File: src/rtl/synth_pkg.sv
// Shared types and defaults for the harmonic synth sample path.
package synth_pkg;

    typedef logic signed [31:0] sample_t;
    typedef logic [63:0]        time_t;

    typedef enum logic [2:0] {
        ST_IDLE       = 3'd0,
        ST_WAIT_TICK  = 3'd1,
        ST_FIRE       = 3'd2,
        ST_WAIT_READY = 3'd3,
        ST_STORE      = 3'd4
    } seq_state_e;

    localparam int CLKS_PER_SAMPLE_DEFAULT = 1024;
    localparam int SEQ_TIMEOUT_DEFAULT     = 512;
    localparam int FIFO_DEPTH_DEFAULT      = 4;

    function automatic logic [15:0] sat_inc16(input logic [15:0] v);
        return (v == 16'hFFFF) ? v : v + 16'd1;
    endfunction

endpackage

File: src/rtl/mod_sample_fifo.sv
// First-word-fall-through sample FIFO; full/empty from pointers carrying one extra wrap bit.
module mod_sample_fifo
    import synth_pkg::*;
#(
    parameter int DEPTH = 4
) (
    input  logic    i_clk,
    input  logic    i_rst,
    input  logic    i_push,
    input  sample_t i_data,
    output logic    o_full,
    input  logic    i_pop,
    output logic    o_empty,
    output sample_t o_head
);

    localparam int AW = $clog2(DEPTH);

    sample_t       mem_q [DEPTH];
    logic [AW:0]   wptr_q, wptr_d;
    logic [AW:0]   rptr_q, rptr_d;
    logic          do_push, do_pop;
    logic          full_s, empty_s;

    // Pointer update; a push while full only lands if the head is leaving this cycle.
    always_comb begin
        wptr_d  = wptr_q;
        rptr_d  = rptr_q;
        empty_s = (wptr_q == rptr_q);
        full_s  = (wptr_q[AW] != rptr_q[AW]) && (wptr_q[AW-1:0] == rptr_q[AW-1:0]);
        do_pop  = i_pop && !empty_s;
        do_push = i_push && (!full_s || do_pop);
        if (do_push) begin
            wptr_d = wptr_q + {{AW{1'b0}}, 1'b1};
        end else begin
            wptr_d = wptr_q;
        end
        if (do_pop) begin
            rptr_d = rptr_q + {{AW{1'b0}}, 1'b1};
        end else begin
            rptr_d = rptr_q;
        end
    end

    // Pointer registers.
    always_ff @(posedge i_clk or posedge i_rst) begin
        if (i_rst) begin
            wptr_q <= '0;
            rptr_q <= '0;
        end else begin
            wptr_q <= wptr_d;
            rptr_q <= rptr_d;
        end
    end

    // Storage array, written on accepted pushes only.
    always_ff @(posedge i_clk) begin
        if (do_push) begin
            mem_q[wptr_q[AW-1:0]] <= i_data;
        end
    end

    assign o_full  = full_s;
    assign o_empty = empty_s;
    // Stale storage is masked so an empty FIFO always presents zero.
    assign o_head  = empty_s ? sample_t'(32'sd0) : mem_q[rptr_q[AW-1:0]];

endmodule

File: src/rtl/mod_synth_sequencer_chk.sv
// Simulation-only checks on the sequencer's internal timing invariants.
module mod_synth_sequencer_chk
    import synth_pkg::*;
(
    input logic       i_clk,
    input logic       i_rst,
    input logic       i_tick,
    input seq_state_e i_state,
    input logic       i_trigger
);

    a_tick_only_in_wait: assert property (@(posedge i_clk) disable iff (i_rst)
        i_tick |-> (i_state == ST_WAIT_TICK));

    a_trigger_single: assert property (@(posedge i_clk) disable iff (i_rst)
        i_trigger |=> !i_trigger);

    a_trigger_in_fire: assert property (@(posedge i_clk) disable iff (i_rst)
        i_trigger |-> (i_state == ST_FIRE));

endmodule

File: src/rtl/mod_synth_sequencer.sv
// Sample-rate scheduler: divides the clock to the sample rate, triggers the synth,
// captures its answer (or reuses the last one on timeout) and queues it for the codec.
module mod_synth_sequencer
    import synth_pkg::*;
#(
    parameter int CLKS_PER_SAMPLE = CLKS_PER_SAMPLE_DEFAULT,
    parameter int TIMEOUT         = SEQ_TIMEOUT_DEFAULT,
    parameter int FIFO_DEPTH      = FIFO_DEPTH_DEFAULT
) (
    input  logic        i_clk,
    input  logic        i_rst,
    input  logic        i_enable,
    output logic [63:0] o_time,
    output logic        o_trigger,
    input  logic [31:0] i_sound,
    input  logic        i_sound_ready,
    output logic [31:0] o_sample,
    output logic        o_sample_valid,
    input  logic        i_sample_ready,
    output logic        o_busy,
    output logic [15:0] o_overrun_count,
    output logic [15:0] o_timeout_count
);

    localparam int DIV_W = $clog2(CLKS_PER_SAMPLE);
    localparam int TO_W  = $clog2(TIMEOUT + 1);
    localparam logic [DIV_W-1:0] DIV_LAST = DIV_W'(CLKS_PER_SAMPLE - 1);
    localparam logic [TO_W-1:0]  TO_LAST  = TO_W'(TIMEOUT - 1);

    seq_state_e       state_q, state_d;
    logic [DIV_W-1:0] div_q, div_d;
    logic [TO_W-1:0]  wait_q, wait_d;
    sample_t          held_q, held_d;
    time_t            time_q, time_d;
    logic [15:0]      overrun_q, overrun_d;
    logic [15:0]      timeout_q, timeout_d;
    logic             trigger_q, trigger_d;
    logic             busy_q, busy_d;

    logic             tick;
    logic             fifo_push, fifo_pop, fifo_full, fifo_empty;
    sample_t          fifo_head;

    // Divider, sequencing FSM and saturating event counters.
    always_comb begin
        state_d   = state_q;
        div_d     = '0;
        wait_d    = '0;
        held_d    = held_q;
        time_d    = time_q;
        overrun_d = overrun_q;
        timeout_d = timeout_q;
        fifo_push = 1'b0;
        fifo_pop  = !fifo_empty && i_sample_ready;
        tick      = (div_q == DIV_LAST);

        if (state_q == ST_IDLE) begin
            div_d = '0;
        end else if (tick) begin
            div_d = '0;
        end else begin
            div_d = div_q + DIV_W'(1);
        end

        case (state_q)
            ST_IDLE: begin
                if (i_enable) begin
                    state_d = ST_WAIT_TICK;
                end else begin
                    state_d = ST_IDLE;
                end
            end
            ST_WAIT_TICK: begin
                if (!i_enable) begin
                    state_d = ST_IDLE;
                end else if (tick) begin
                    state_d = ST_FIRE;
                end else begin
                    state_d = ST_WAIT_TICK;
                end
            end
            ST_FIRE: begin
                state_d = ST_WAIT_READY;
            end
            ST_WAIT_READY: begin
                wait_d = wait_q + TO_W'(1);
                // Ready wins over a coincident expiry.
                if (i_sound_ready) begin
                    held_d  = sample_t'(i_sound);
                    state_d = ST_STORE;
                end else if (wait_q == TO_LAST) begin
                    timeout_d = sat_inc16(timeout_q);
                    state_d   = ST_STORE;
                end else begin
                    state_d = ST_WAIT_READY;
                end
            end
            ST_STORE: begin
                fifo_push = 1'b1;
                time_d    = time_q + 64'd1;
                state_d   = ST_WAIT_TICK;
            end
            default: begin
                state_d = ST_IDLE;
            end
        endcase

        if (fifo_push && fifo_full && !fifo_pop) begin
            overrun_d = sat_inc16(overrun_q);
        end else begin
            overrun_d = overrun_q;
        end

        trigger_d = (state_d == ST_FIRE);
        busy_d    = (state_d != ST_IDLE);
    end

    // State and output registers.
    always_ff @(posedge i_clk or posedge i_rst) begin
        if (i_rst) begin
            state_q   <= ST_IDLE;
            div_q     <= '0;
            wait_q    <= '0;
            held_q    <= '0;
            time_q    <= '0;
            overrun_q <= '0;
            timeout_q <= '0;
            trigger_q <= 1'b0;
            busy_q    <= 1'b0;
        end else begin
            state_q   <= state_d;
            div_q     <= div_d;
            wait_q    <= wait_d;
            held_q    <= held_d;
            time_q    <= time_d;
            overrun_q <= overrun_d;
            timeout_q <= timeout_d;
            trigger_q <= trigger_d;
            busy_q    <= busy_d;
        end
    end

    mod_sample_fifo #(
        .DEPTH (FIFO_DEPTH)
    ) u_fifo (
        .i_clk   (i_clk),
        .i_rst   (i_rst),
        .i_push  (fifo_push),
        .i_data  (held_q),
        .o_full  (fifo_full),
        .i_pop   (fifo_pop),
        .o_empty (fifo_empty),
        .o_head  (fifo_head)
    );

    mod_synth_sequencer_chk u_chk (
        .i_clk     (i_clk),
        .i_rst     (i_rst),
        .i_tick    (tick),
        .i_state   (state_q),
        .i_trigger (trigger_q)
    );

    assign o_time          = time_q;
    assign o_trigger       = trigger_q;
    assign o_busy          = busy_q;
    assign o_sample        = fifo_head;
    assign o_sample_valid  = !fifo_empty;
    assign o_overrun_count = overrun_q;
    assign o_timeout_count = timeout_q;

endmodule

File: config.mk
export PLATFORM = sky130hd
export DESIGN_NAME = mod_synth_sequencer
export DESIGN_NICKNAME = d
export VERILOG_FILES = /design/src/rtl/synth_pkg.sv /design/src/rtl/mod_sample_fifo.sv /design/src/rtl/mod_synth_sequencer_chk.sv /design/src/rtl/mod_synth_sequencer.sv
export SDC_FILE = /design/constraint.sdc
export NUM_CORES = 1
export LEC_CHECK = 0
export CORE_MARGIN = 2
export CORE_UTILIZATION = 40
export CTS_CLUSTER_DIAMETER = 60
export DETAILED_ROUTE_END_ITERATION = 8
export DONT_BUFFER_PORTS = 1
export GPL_ROUTABILITY_DRIVEN = 0
export PLACE_DENSITY = 0.59
export SLEW_MARGIN = 25
export SYNTH_ARGS = -nofsm -noshare
export SYNTH_HDL_FRONTEND = slang
export SYNTH_HIERARCHICAL = 1
export SYNTH_SLANG_ARGS = --single-unit
File: constraint.sdc
create_clock -name i_clk -period 6.05 [get_ports i_clk]
set_clock_uncertainty 0.15 [all_clocks]
set_input_delay 0.605 -clock i_clk [delete_from_list [all_inputs] [get_ports i_clk]]
set_output_delay 0.605 -clock i_clk [all_outputs]
set_load 0.02 [all_outputs]
After elaboration in Yosys (flattened, before gate mapping)
Memory sizes are Yosys's and may differ from the RTL's.
Index checks and enable logic that the tools add are counted.
{"block": "totals", "reg_bits": 159, "latchBits": 0, "ram_bits": 128, "romBits": 0, "inputBits": 37, "word_cells": 62, "mem_count": 1}
{"name": "u_fifo.mem_q", "words": 4, "width": 32, "rd": 1, "rd_ports_with_merged_regs": 0, "write_ports": 1, "line": "mod_sample_fifo.sv:19", "text": "sample_t mem_q [DEPTH];"}
{"block": "op_classes", "n_addsub": 7, "n_mul": 0, "n_div": 0, "magnitude_cmp": 0, "eq_ne": 12, "shift": 0, "mux": 13, "n_bitwise": 3, "n_reduce_logical": 15}
{"op": "64-bit by 1-bit adder with 64-bit output (second input constant)", "n": 1}
{"op": "16-bit by 1-bit adder with 16-bit output (second input constant)", "n": 2}
{"op": "16-bit == test (second input constant)", "n": 2}
{"op": "32-bit two-way mux", "n": 1}
{"op": "10-bit two-way mux", "n": 3}
{"op": "10-bit by 1-bit adder with 10-bit output (second input constant)", "n": 2}
{"op": "3-bit case mux with 5 select lines", "n": 1}
{"op": "10-bit == test (second input constant)", "n": 1}
{"op": "10-bit by 9-bit == test with 1-bit output (second input constant)", "n": 1}
{"op": "3-bit by 2-bit == test with 1-bit output (second input constant)", "n": 3}
{"op": "3-bit by 1-bit adder with 3-bit output (second input constant)", "n": 2}
{"op": "1-bit logical AND", "n": 6}
{"op": "3-bit two-way mux", "n": 2}
{"op": "1-bit two-way mux", "n": 4}
{"op": "2-bit two-way mux", "n": 2}
{"op": "2-bit AND reduction", "n": 2}
{"op": "4-bit AND reduction", "n": 1}
{"op": "3-bit by 1-bit == test with 1-bit output (second input constant)", "n": 1}
{"op": "3-bit == test", "n": 1}
{"op": "3-bit == test (second input constant)", "n": 1}
{"op": "1-bit logical NOT", "n": 3}
{"op": "3-bit logical NOT", "n": 1}
{"op": "1-bit NOT", "n": 3}
{"op": "3-bit nonzero test", "n": 1}
{"op": "3 further kinds", "n": 3}

Depth between registers and ports, before layout
Gate-level depths: netlist (run 1).
{"block": "depth", "word_depth": 8, "mapped_depth": 9, "depth_no_buf": 7}

Cells and area by module
Netlist (run 1), hierarchy kept.
{"mod": "mod_synth_sequencer", "instances": 1, "cells_each": 591, "area_each_um2": 6820.3, "seq_area_each_um2": 3828.7}
{"mod": "mod_sample_fifo", "instances": 1, "cells_each": 239, "area_each_um2": 5295.1, "seq_area_each_um2": 3993.8}

Least setup slack after synthesis (run 1)
OpenSTA, ideal clock, no wires.
{"block": "synth_path", "kind": "register to register", "start": "register u_fifo.rptr_q[0]", "end": "memory u_fifo/mem_q[0][0] in the netlist's numbering (enable)", "setup_ns": 0.404, "arrival_time_ns": 2.609, "slack_ns": 2.886, "stages_incl_launch_ff": 9, "n_path_buf": 2, "path_cell_list": "dfrtp_1 -> buf_4 -> xor2_4 -> nor3_2 -> buf_2 -> nand2b_1 -> inv_1 -> or4_4 -> and3_1"}
{"block": "synth_via", "elab_chain_len": 8, "word_cells_on_any_way": 11, "cone_classes": "2 x eq/ne; 2 x mux; 7 x reduce/logical"}
{"item": "start, declared", "line": "mod_sample_fifo.sv:21", "text": "logic [AW:0] rptr_q, rptr_d;"}
{"item": "start signal, assigned", "line": "mod_sample_fifo.sv:52", "text": "rptr_q <= rptr_d;"}
{"item": "3-bit == test", "line": "mod_sample_fifo.sv:29", "text": "empty_s = (wptr_q == rptr_q);"}
{"item": "named net fifo_empty", "line": "mod_synth_sequencer.sv:41", "text": "logic fifo_push, fifo_pop, fifo_full, fifo_empty;"}
{"item": "1-bit logical NOT", "line": "mod_synth_sequencer.sv:54", "text": "fifo_pop = !fifo_empty && i_sample_ready;"}
{"item": "1-bit logical AND", "line": "mod_synth_sequencer.sv:54"}
{"item": "named net fifo_pop", "line": "mod_synth_sequencer.sv:41"}
{"item": "1-bit logical AND", "line": "mod_sample_fifo.sv:31", "text": "do_pop = i_pop && !empty_s;"}
{"item": "1-bit logical OR", "line": "mod_sample_fifo.sv:32", "text": "do_push = i_push && (!full_s || do_pop);"}
{"item": "1-bit logical AND", "line": "mod_sample_fifo.sv:32"}
{"item": "1-bit two-way mux", "line": "mod_sample_fifo.sv:58", "text": "if (do_push) begin"}
{"item": "1-bit two-way mux (not written as such)", "line": "mod_sample_fifo.sv:59", "text": "mem_q[wptr_q[AW-1:0]] <= i_data;"}
{"item": "end, declared", "line": "mod_sample_fifo.sv:19"}
The timed path passes the listed nets, and every way through them passes these cells.

Final worst setup path (run 1)
{"block": "layout_path", "start": "register u_fifo.rptr_q[1]", "end": "memory u_fifo/mem_q[0][31] in the netlist's numbering (enable)"}
Same word-level chain as after synthesis.

==> results.ini, run 1 <==
[synthesis]
synth_edf_count=128
async_reset_ff_share_pct=55.4
syn_avg_cell_area_um2=14.6
synth_cell_types=51
synthFlopType=dfrtp_1
ys_ff_latch=287
syn-num-nets=877
synthCells=830
synth_area_mm2=0.0121
ys_seq_area_share_pct=64.6
ys.warnings.count=6

[placement]
placedCellCount=1198
portBuffers=0
postPlaceCellArea_mm2=0.0125
hpwlAfterDp_um=15100

[worst_setup_path]
endpoint_kind=flip-flop
reg2reg_depth=7
crit_type=flip-flop to flip-flop
reg2reg_to=u_fifo/mem_q[0][31]
endpoint=u_fifo/mem_q[0][31]
r2r_start=u_fifo/rptr_q[1]
startpoint_type=flip-flop
rrSetupSlack_ns=2.29
cp_data_required_time_ns=6.04
path_max_fanout=35
cp-startpoint=u_fifo/rptr_q[1]
arrival_ns=3.75

[pwr]
power_frac_comb_pct=14.7
max-vdd-ir-drop_v=0.000229
swShare_pct=26.9
clockPowerShare_pct=42.1
seq_power_share_pct=43.2
pwr_density_cell_mw_per_mm2=361
p_int_w=0.00362
p_sw_w=0.00133
leakage_nw=5.49

[clock_network]
clock_latency_ns=0.51
cts_root_buf=clkbuf_16
htree_levels=2
clockBufferDepth=3
clk_pin_slew_ns=0.06
ctsResizeCount=0
cts_tree=done
clock-sinks=287
cts_buffers=37

[route]
vias_per_cell=5.22
wirelength_um=23500
drc=0
dr.first_iter.drc_count=362
vias=6620
drt-pass1-iter-count=4
routedWlPerCell_um=18.5
ant_nets=0

[timing]
worst_pin_slew_ns=0.953
fmax_mhz=266
relSlewSlack_pct=36.2
tns_ns=0
timing.hold.ws_ns=-0.0238
final-setup-viol-count=0
rsz0062_at_grt=no
period_share_pct=62.2
slew_violations=0
fin_crit_ns=3.76
hold_viol_final=30

[layout]
fin_cells=1268
regArea_mm2=0.00783
fillCellCount=2613
nNetsFinal=895
multi_input_area_mm2=0.00411
drive_above_1_share_pct=18.0
layout_commonest_cell=dfrtp_1
final_area_mm2=0.0137
syn_to_final_growth_pct=13.2
mostFrequentLayoutCells=157 x dfrtp_1, 128 x edfxtp_1, 64 x xnor2_1

[floorplan]
start_util_pct=40.8
coreArea_mm2=0.0297
pin_count=168
die_height_um=178
fp.dieW_um=178
die-area_mm2=0.0317
rows=63

[global_routing]
antenna_found_initial=3
grt_max_degree=93
grt_pass1_wl_um=37700
grt_usage_pct=15.2
grt_pass1_vias=6746
grt-ovfl-total=0

[outcome]
violations=negative hold slack
status=finished, violations left

[job]
cap_viol_max_count=0

[worst_hold_path]
min_path_type=input pin to asynchronous set/reset pin

==> state kept, by name, indices dropped and copies added, names as in the netlist <==
| name | count |
|---|---|
| u_fifo/mem_q | 128 |
| o_time | 64 |
| held_q | 32 |
| o_overrun_count | 16 |
| o_timeout_count | 16 |
| div_q | 10 |
| wait_q | 10 |
| state_q | 3 |
| u_fifo/rptr_q | 3 |
| u_fifo/wptr_q | 3 |
| o_busy | 1 |
| o_trigger | 1 |
==> per-stage QoR <==
stage	utilization, %	power [W]	setup slack (ns)	hold WS (ns)
3_3_place_gp	42.1	0.00292	2.31	0.292
2_1_floorplan	-	0.00280	1.17	0.246
5_1_grt	46.1	0.00518	2.02	0.0501
3_5_place_dp	42.1	0.00293	2.22	0.291
6_report	46.2	0.00496	2.29	-0.0238
4_1_cts	46.1	0.00504	2.21	0.0132
==> how the worst min path moves through the flow <==
stage               startpoint          endpoint  cells past startpoint
CTS                      i_rst         held_q[3]                      1
global placement         i_rst  u_fifo/rptr_q[2]                      1
global route             i_rst         held_q[3]                      1
floorplan                i_rst  u_fifo/rptr_q[0]                      1
finish                   i_rst         held_q[7]                      1
detailed placement       i_rst  u_fifo/rptr_q[0]                      1
==> cell type report <==
cell class	count	area share (%)
clock buffers	53	7.72
multi-input cells	500	29.9
well taps	390	3.56
flip-flops and latches	287	57.0
clock inverters	14	0.903
diodes	2	0.0365
inverters	17	0.502
repair buffers	5	0.292
==> power groups by stage <==
stage / logic (W) / clock network (W) / registers, W
finish: 0.000728 / 0.00209 / 0.00214
global route: 0.000784 / 0.00224 / 0.00215
CTS: 0.000748 / 0.00215 / 0.00215
detailed placement: 0.000744 / 0 / 0.00218
global placement: 0.000740 / 0 / 0.00218
floorplan: 0.000676 / 0 / 0.00212
==> cells by family (layout without fill, tap and decap cells) <==
logic type | after synthesis | after routing | synth area share, %
multiplexers | 70 | 70 | 9.48
adder cells (fa/ha/maj) | 10 | 10 | 1.03
XOR/XNOR | 111 | 111 | 8.33
AND/OR/NAND/NOR | 286 | 286 | 13.5
other | 0 | 2 | 0
flip-flops | 287 | 287 | 64.6
AO/OA/AOI/OAI | 23 | 23 | 1.47
buffers and inverters | 43 | 89 | 1.65
==> Yosys cell counts (5+ instances only) <==
| cell type | n | area (µm²) |
|---|---|---|
| dfrtp_1 | 159 | 3980 |
| edfxtp_1 | 128 | 3840 |
| xnor2_1 | 64 | 561 |
| nand3_1 | 51 | 255 |
| nor2_1 | 47 | 176 |
| xor2_1 | 45 | 394 |
| mux2_2 | 37 | 417 |
| nand2_1 | 35 | 131 |
| nor2b_1 | 34 | 213 |
| mux4_2 | 32 | 721 |
| nand4_1 | 29 | 181 |
| and3_1 | 23 | 144 |
| inv_1 | 17 | 63.8 |
| and4_1 | 12 | 105 |
| nor3_1 | 11 | 55.1 |
| ha_1 | 10 | 125 |
| a21oi_1 | 9 | 45.0 |
| clkbuf_1 | 9 | 33.8 |
| nor3_2 | 8 | 80.1 |
| buf_2 | 7 | 35.0 |
| or3_1 | 6 | 37.5 |
| o21ai_0 | 5 | 25.0 |
==> timing repair <==
| item | CTS | global route |
|---|---|---|
| setup buffers | 0 | 0 |
| hold endpoints to repair | 6 | 0 |
| hold buffers | 1 | 0 |
==> worst max-delay path, cell delays in order (launching register included) <==
cell and delay [ns]:
dfrtp_2 0.96, xor2_4 0.24, nor3_4 0.21, buf_4 0.36
nand2b_1 0.23, inv_1 0.14, or4_4 0.56, and3_2 0.53
==> layer usage <==
layer  share of wire [%]  global-route usage (%)
met4                 2.0                    4.71
met5               0.055                       0
met2                  48                    24.6
met1                  44                    19.9
met3                 6.4                    4.45
(Power assumes the default switching activity.)
==> run 2, diff against run 1 <==
Settings changed: PLACE_DENSITY 0.59 to 0.61.
Clock period 6.05 ns to 3.18 ns, I/O delays scaled along.
==> results.ini, run 2 (synthesis results as in run 1) <==
[route]
wirelength_um=24300  ; +3.3%
vias=6766  ; +2.2%
dr.max_layer_used=met4
wl_met1_um=10700  ; +4.1%
drt-pass1-iter-count=6  ; +2
routedWlPerCell_um=18.5  ; -0.22%
drc=0  ; unchanged
vias_per_cell=5.15  ; -1.3%
wl_met3_um=1380  ; -8.4%
wl_met2_um=11800  ; +4.3%
dr.first_iter.drc_count=339  ; -6.4%
ant_nets=0  ; unchanged

[floorplan]
die_height_um=178  ; unchanged
fp.dieW_um=178  ; unchanged
coreArea_mm2=0.0297  ; unchanged
die-area_mm2=0.0317  ; unchanged
start_util_pct=40.8  ; unchanged
rows=63  ; unchanged
pin_count=168  ; unchanged

[timing]
period_share_pct=90.2  ; +28 points
hold_viol_final=0  ; -100%
rsz0062_at_grt=no
worst_pin_slew_ns=0.919  ; -0.0345 ns
slew_violations=0  ; unchanged
timing.hold.ws_ns=0.122  ; +0.145 ns
fmax_mhz=349  ; +31%
final-setup-viol-count=0  ; unchanged
fin_crit_ns=2.87  ; -0.894 ns
tns_ns=0  ; unchanged
relSlewSlack_pct=38.7  ; +2.6 points

[layout]
syn_to_final_growth_pct=16.2
nNetsFinal=939  ; +4.9%
fin_util_pct=47.4  ; +1.2 points
mostFrequentLayoutCells=157 x dfrtp_1, 128 x edfxtp_1, 64 x xnor2_1
largest_reg_flops=128  ; unchanged
drive_above_1_share_pct=18.7  ; +0.70 points
layout_commonest_cell=dfrtp_1

[clock_network]
cts_buffers=35  ; -5.4%
hold_buffers=35  ; +34
clock-sinks=287  ; unchanged
clockBufferDepth=3  ; unchanged
cts_tree=done
clk_pin_slew_ns=0.05  ; about the same
htree_levels=2  ; unchanged
cts_root_buf=clkbuf_16
clock_latency_ns=0.50  ; about the same
ctsResizeCount=0  ; unchanged
post_cts_buffers=0  ; unchanged

[worst_hold_path]
min_path_type=input pin to asynchronous set/reset pin

[global_routing]
grt_usage_pct=15.6  ; +0.39 points
grt_pass1_wl_um=38500  ; +2.1%
grt_pass1_vias=6939  ; +2.9%
grt-ovfl-total=0  ; unchanged
grt_max_degree=39  ; -58%
antenna_found_initial=5  ; +2

[worst_setup_path]
crit_type=flip-flop to flip-flop
cp_data_required_time_ns=3.14  ; -2.90 ns
path_max_fanout=32  ; -8.6%
endpoint_kind=flip-flop
startpoint_type=flip-flop
arrival_ns=2.83  ; -0.92 ns

[pwr]
power_frac_comb_pct=16.4  ; +1.7 points
power_w=0.00925  ; +87%
max-vdd-ir-drop_v=0.000356  ; +55%
seq_power_share_pct=43.2  ; about the same
leakage_nw=5.68  ; +3.5%
p_int_w=0.00675  ; +86%
swShare_pct=27.0  ; +0.15 points
p_sw_w=0.00250  ; +88%
clockPowerShare_pct=40.4  ; -1.7 points
pwr_density_cell_mw_per_mm2=657  ; +82%

[placement]
portBuffers=0  ; unchanged
hpwlAfterDp_um=15600  ; +2.9%

[job]
cap_viol_max_count=0  ; unchanged

[outcome]
status=complete, no violations

## run 2: changes by cell type in the layout (fill, tap and decap cells not counted), sizes merged
cell / before / now
buf: 4 / 16
clkinv: 7 / 15
inv: 19 / 17
clkinvlp: 4 / 2
bufinv: 1 / 0
diode: 2 / 5
clkbuf: 53 / 46
dlygate4sd3: 1 / 35
## run 2: critical path: stages (launching register included)
cell      delay [ns]
dfrtp_1         0.48
xor2_4          0.23
nor3_4          0.19
nand2b_1        0.18
inv_1           0.13
or4_4           0.55
and3_2          0.55
## run 2: layout make-up
class                   count  area (µm²)
well taps                 390         488
clock buffers              46        1010
fillers                  2570       15600
repair buffers             51         483
multi-input cells         500        4100
clock inverters            17        95.1
flip-flops and latches    287        7830
diodes                      5        12.5
inverters                  17        67.6
## run 2: path summary, 6_finish.rpt
kind | start | end | slack [ns] | cells past startpoint
min | i_rst | u_fifo/wptr_q[0] | 0.12 | 2
min in group i_clk | i_sample_ready | u_fifo/rptr_q[0] | 0.14 | 4
max in group asynchronous | i_rst | o_timeout_count[3] | 1.63 | 3
max reg2reg | u_fifo/wptr_q[0] | u_fifo/mem_q[2][1] | 0.31 | 6
min reg2reg | wait_q[0] | wait_q[0] | 0.33 | 1
max | u_fifo/wptr_q[0] | u_fifo/mem_q[2][1] | 0.31 | 6
## run 2: routing by layer
metal  vias to the layer above  global-route usage, %
met5                         -                      0
met4                         0                   4.75
met3                        36                   4.24
met2                       146                   25.6
met1                      3407                   20.2
li1                       3177                      -
## run 2: metrics by stage
stage	setup slack, ns	instance area [µm²]	std cells
after CTS	0.235	14100	1308
after floorplan	0.0165	12100	830
after global routing	0.144	14100	1313
after global placement	0.366	12600	1210
after detailed placement	0.300	12600	1210
final	0.312	14100	1313
## run 2: power groups by stage
stage | Clock, W | Sequential (W) | Combinational, W
final | 0.00373 | 0.00400 | 0.00152
after detailed placement | 0 | 0.00407 | 0.00153
after global placement | 0 | 0.00407 | 0.00152
after floorplan | 0 | 0.00404 | 0.00129
after global routing | 0.00403 | 0.00401 | 0.00164
after CTS | 0.00386 | 0.00400 | 0.00157
==> run 3, diff against run 2 <==
Settings changed: CTS_BUF_LIST set to sky130_fd_sc_hd__clkbuf_2, MAX_ROUTING_LAYER set to met4.
==> results.ini, run 3 (synthesis results as in run 1) <==
[outcome]
status=complete, no violations

[layout]
mostFrequentLayoutCells=157 x dfrtp_1, 128 x edfxtp_1, 127 x clkbuf_2
fillCellCount=2642  ; +2.8%
syn_to_final_growth_pct=17.0
largest_reg_flops=128  ; unchanged
nNetsFinal=1020  ; +8.6%
layout_commonest_cell=dfrtp_1
fin_util_pct=47.7  ; +0.29 points
drive_above_1_share_pct=24.5  ; +5.8 points

[route]
wirelength_um=25300  ; +4.3%
vias_per_cell=5.06  ; -1.8%
drt-pass1-iter-count=4  ; -2
dr.first_iter.drc_count=341  ; +0.59%
vias=7258  ; +7.3%
ant_nets=0  ; unchanged
routedWlPerCell_um=17.7  ; -4.5%
drc=0  ; unchanged

[clock_network]
clock-sinks=287  ; unchanged
cts_tree=done
clock_latency_ns=0.89  ; +0.39 ns
cts_root_buf=clkbuf_2
clockBufferDepth=3  ; unchanged
post_cts_buffers=0  ; unchanged
cts_buffers=80  ; +130%
clk_pin_slew_ns=0.10  ; +0.05 ns
htree_levels=3  ; +1

[timing]
period_share_pct=94.1  ; +3.9 points
hold_viol_final=0  ; unchanged
fin_ws_ns=0.186  ; -0.125 ns
rsz0062_at_grt=yes
relSlewSlack_pct=38.4  ; -0.30 points
fin_crit_ns=2.99  ; +0.125 ns
fmax_mhz=334  ; -4.2%
final-setup-viol-count=0  ; unchanged
slew_violations=0  ; unchanged
worst_pin_slew_ns=0.923  ; +0.00456 ns

[pwr]
leakage_nw=5.94  ; +4.5%
clockPowerShare_pct=34.0  ; -6.4 points
p_int_w=0.00586  ; -13%
p_sw_w=0.00259  ; +3.4%
pwr_density_cell_mw_per_mm2=596  ; -9.3%
swShare_pct=30.6  ; +3.6 points
seq_power_share_pct=47.3  ; +4.1 points
power_w=0.00845  ; -8.7%
power_frac_comb_pct=18.7  ; +2.3 points
max-vdd-ir-drop_v=0.000315  ; -12%

[global_routing]
antenna_found_initial=6  ; +1
grt_pass1_vias=7526  ; +8.5%
grt_usage_pct=16.9  ; +1.3 points
grt_pass1_wl_um=40100  ; +4.0%
grt_max_degree=39  ; unchanged
grt-ovfl-total=0  ; unchanged

[floorplan]
die-area_mm2=0.0317  ; unchanged
fp.dieW_um=178  ; unchanged
die_height_um=178  ; unchanged
coreArea_mm2=0.0297  ; unchanged
start_util_pct=40.8  ; unchanged
rows=63  ; unchanged
pin_count=168  ; unchanged

[worst_hold_path]
min_path_type=input pin to flip-flop

[job]
cap_viol_max_count=0  ; unchanged

[worst_setup_path]
startpoint_type=flip-flop
endpoint_kind=output port
crit_type=flip-flop to output port
path_max_fanout=33  ; +3.1%
cp_data_required_time_ns=2.71  ; -0.43 ns
arrival_ns=2.53  ; -0.30 ns

[placement]
hpwlAfterDp_um=15600  ; unchanged
dp_worst_setup_slack_ns=0.300  ; unchanged
portBuffers=0  ; unchanged

## run 3: power by group through the flow
stage,clock network (W),logic [W],registers [W]
CTS,0.00303,0.00162,0.00399
finish,0.00288,0.00158,0.00399
global placement,0,0.00152,0.00407
floorplan,0,0.00129,0.00404
global route,0.00324,0.00170,0.00401
detailed placement,0,0.00153,0.00407
## run 3: metrics by stage
| step | setup TNS (ns) | cells | cell area [µm²] | hold slack [ns] |
|---|---|---|---|---|
| floorplan | 0 | 830 | 12100 | -0.0410 |
| global placement | 0 | 1210 | 12600 | -0.00543 |
| detailed placement | 0 | 1210 | 12600 | -0.000111 |
| CTS | 0 | 1429 | 14100 | 0.00778 |
| global route | -0.256 | 1435 | 14200 | 0.0737 |
| finish | 0 | 1435 | 14200 | 0.119 |
## run 3: what timing repair did
action | in CTS | in global routing
hold buffers | 71 | 0
gates resized for setup | 4 | 1
endpoints found under the setup margin | 32 | 10
endpoints found under the hold margin | 234 | 0
## run 3: cell type report
cell class                      instances  area [µm²]  share of cell area, %
Multi-Input combinational cell        500        4110                   29.0
Sequential cell                       287        7830                   55.2
Tap cell                              390         488                   3.44
Inverter                               17        67.6                  0.477
Timing Repair Buffer                   87         856                   6.04
Clock buffer                          127         636                   4.49
Clock inverter                         21         175                   1.24
Antenna cell                            6        15.0                  0.106
## run 3: critical path: stages, from the launching register on
cell	delay, ns
dfrtp_1	0.53
xor2_4	0.31
nor3_4	0.07
buf_4	0.27
nor2b_1	0.50
## run 3: metal layers
layer	vias up	track usage, %	share of wire (%)
li1	3395	-	-
met5	-	-	0
met4	0	7.04	2.7
met2	197	26.6	49
met1	3604	20.1	42
met3	62	5.39	6.2
## run 3: final timing paths
check                                 startpoint                  end  slack (ns)  cells past startpoint
max in group asynchronous                  i_rst           held_q[19]        1.40                      4
worst min-delay path                    i_enable               o_busy        0.12                      3
worst max register to register  u_fifo/wptr_q[1]  u_fifo/mem_q[2][17]        0.28                      6
min in group asynchronous                  i_rst           held_q[23]        0.51                      3
worst max-delay path            u_fifo/wptr_q[0]         o_sample[26]        0.19                      4
worst min register to register        held_q[12]  u_fifo/mem_q[0][12]        0.28                      0
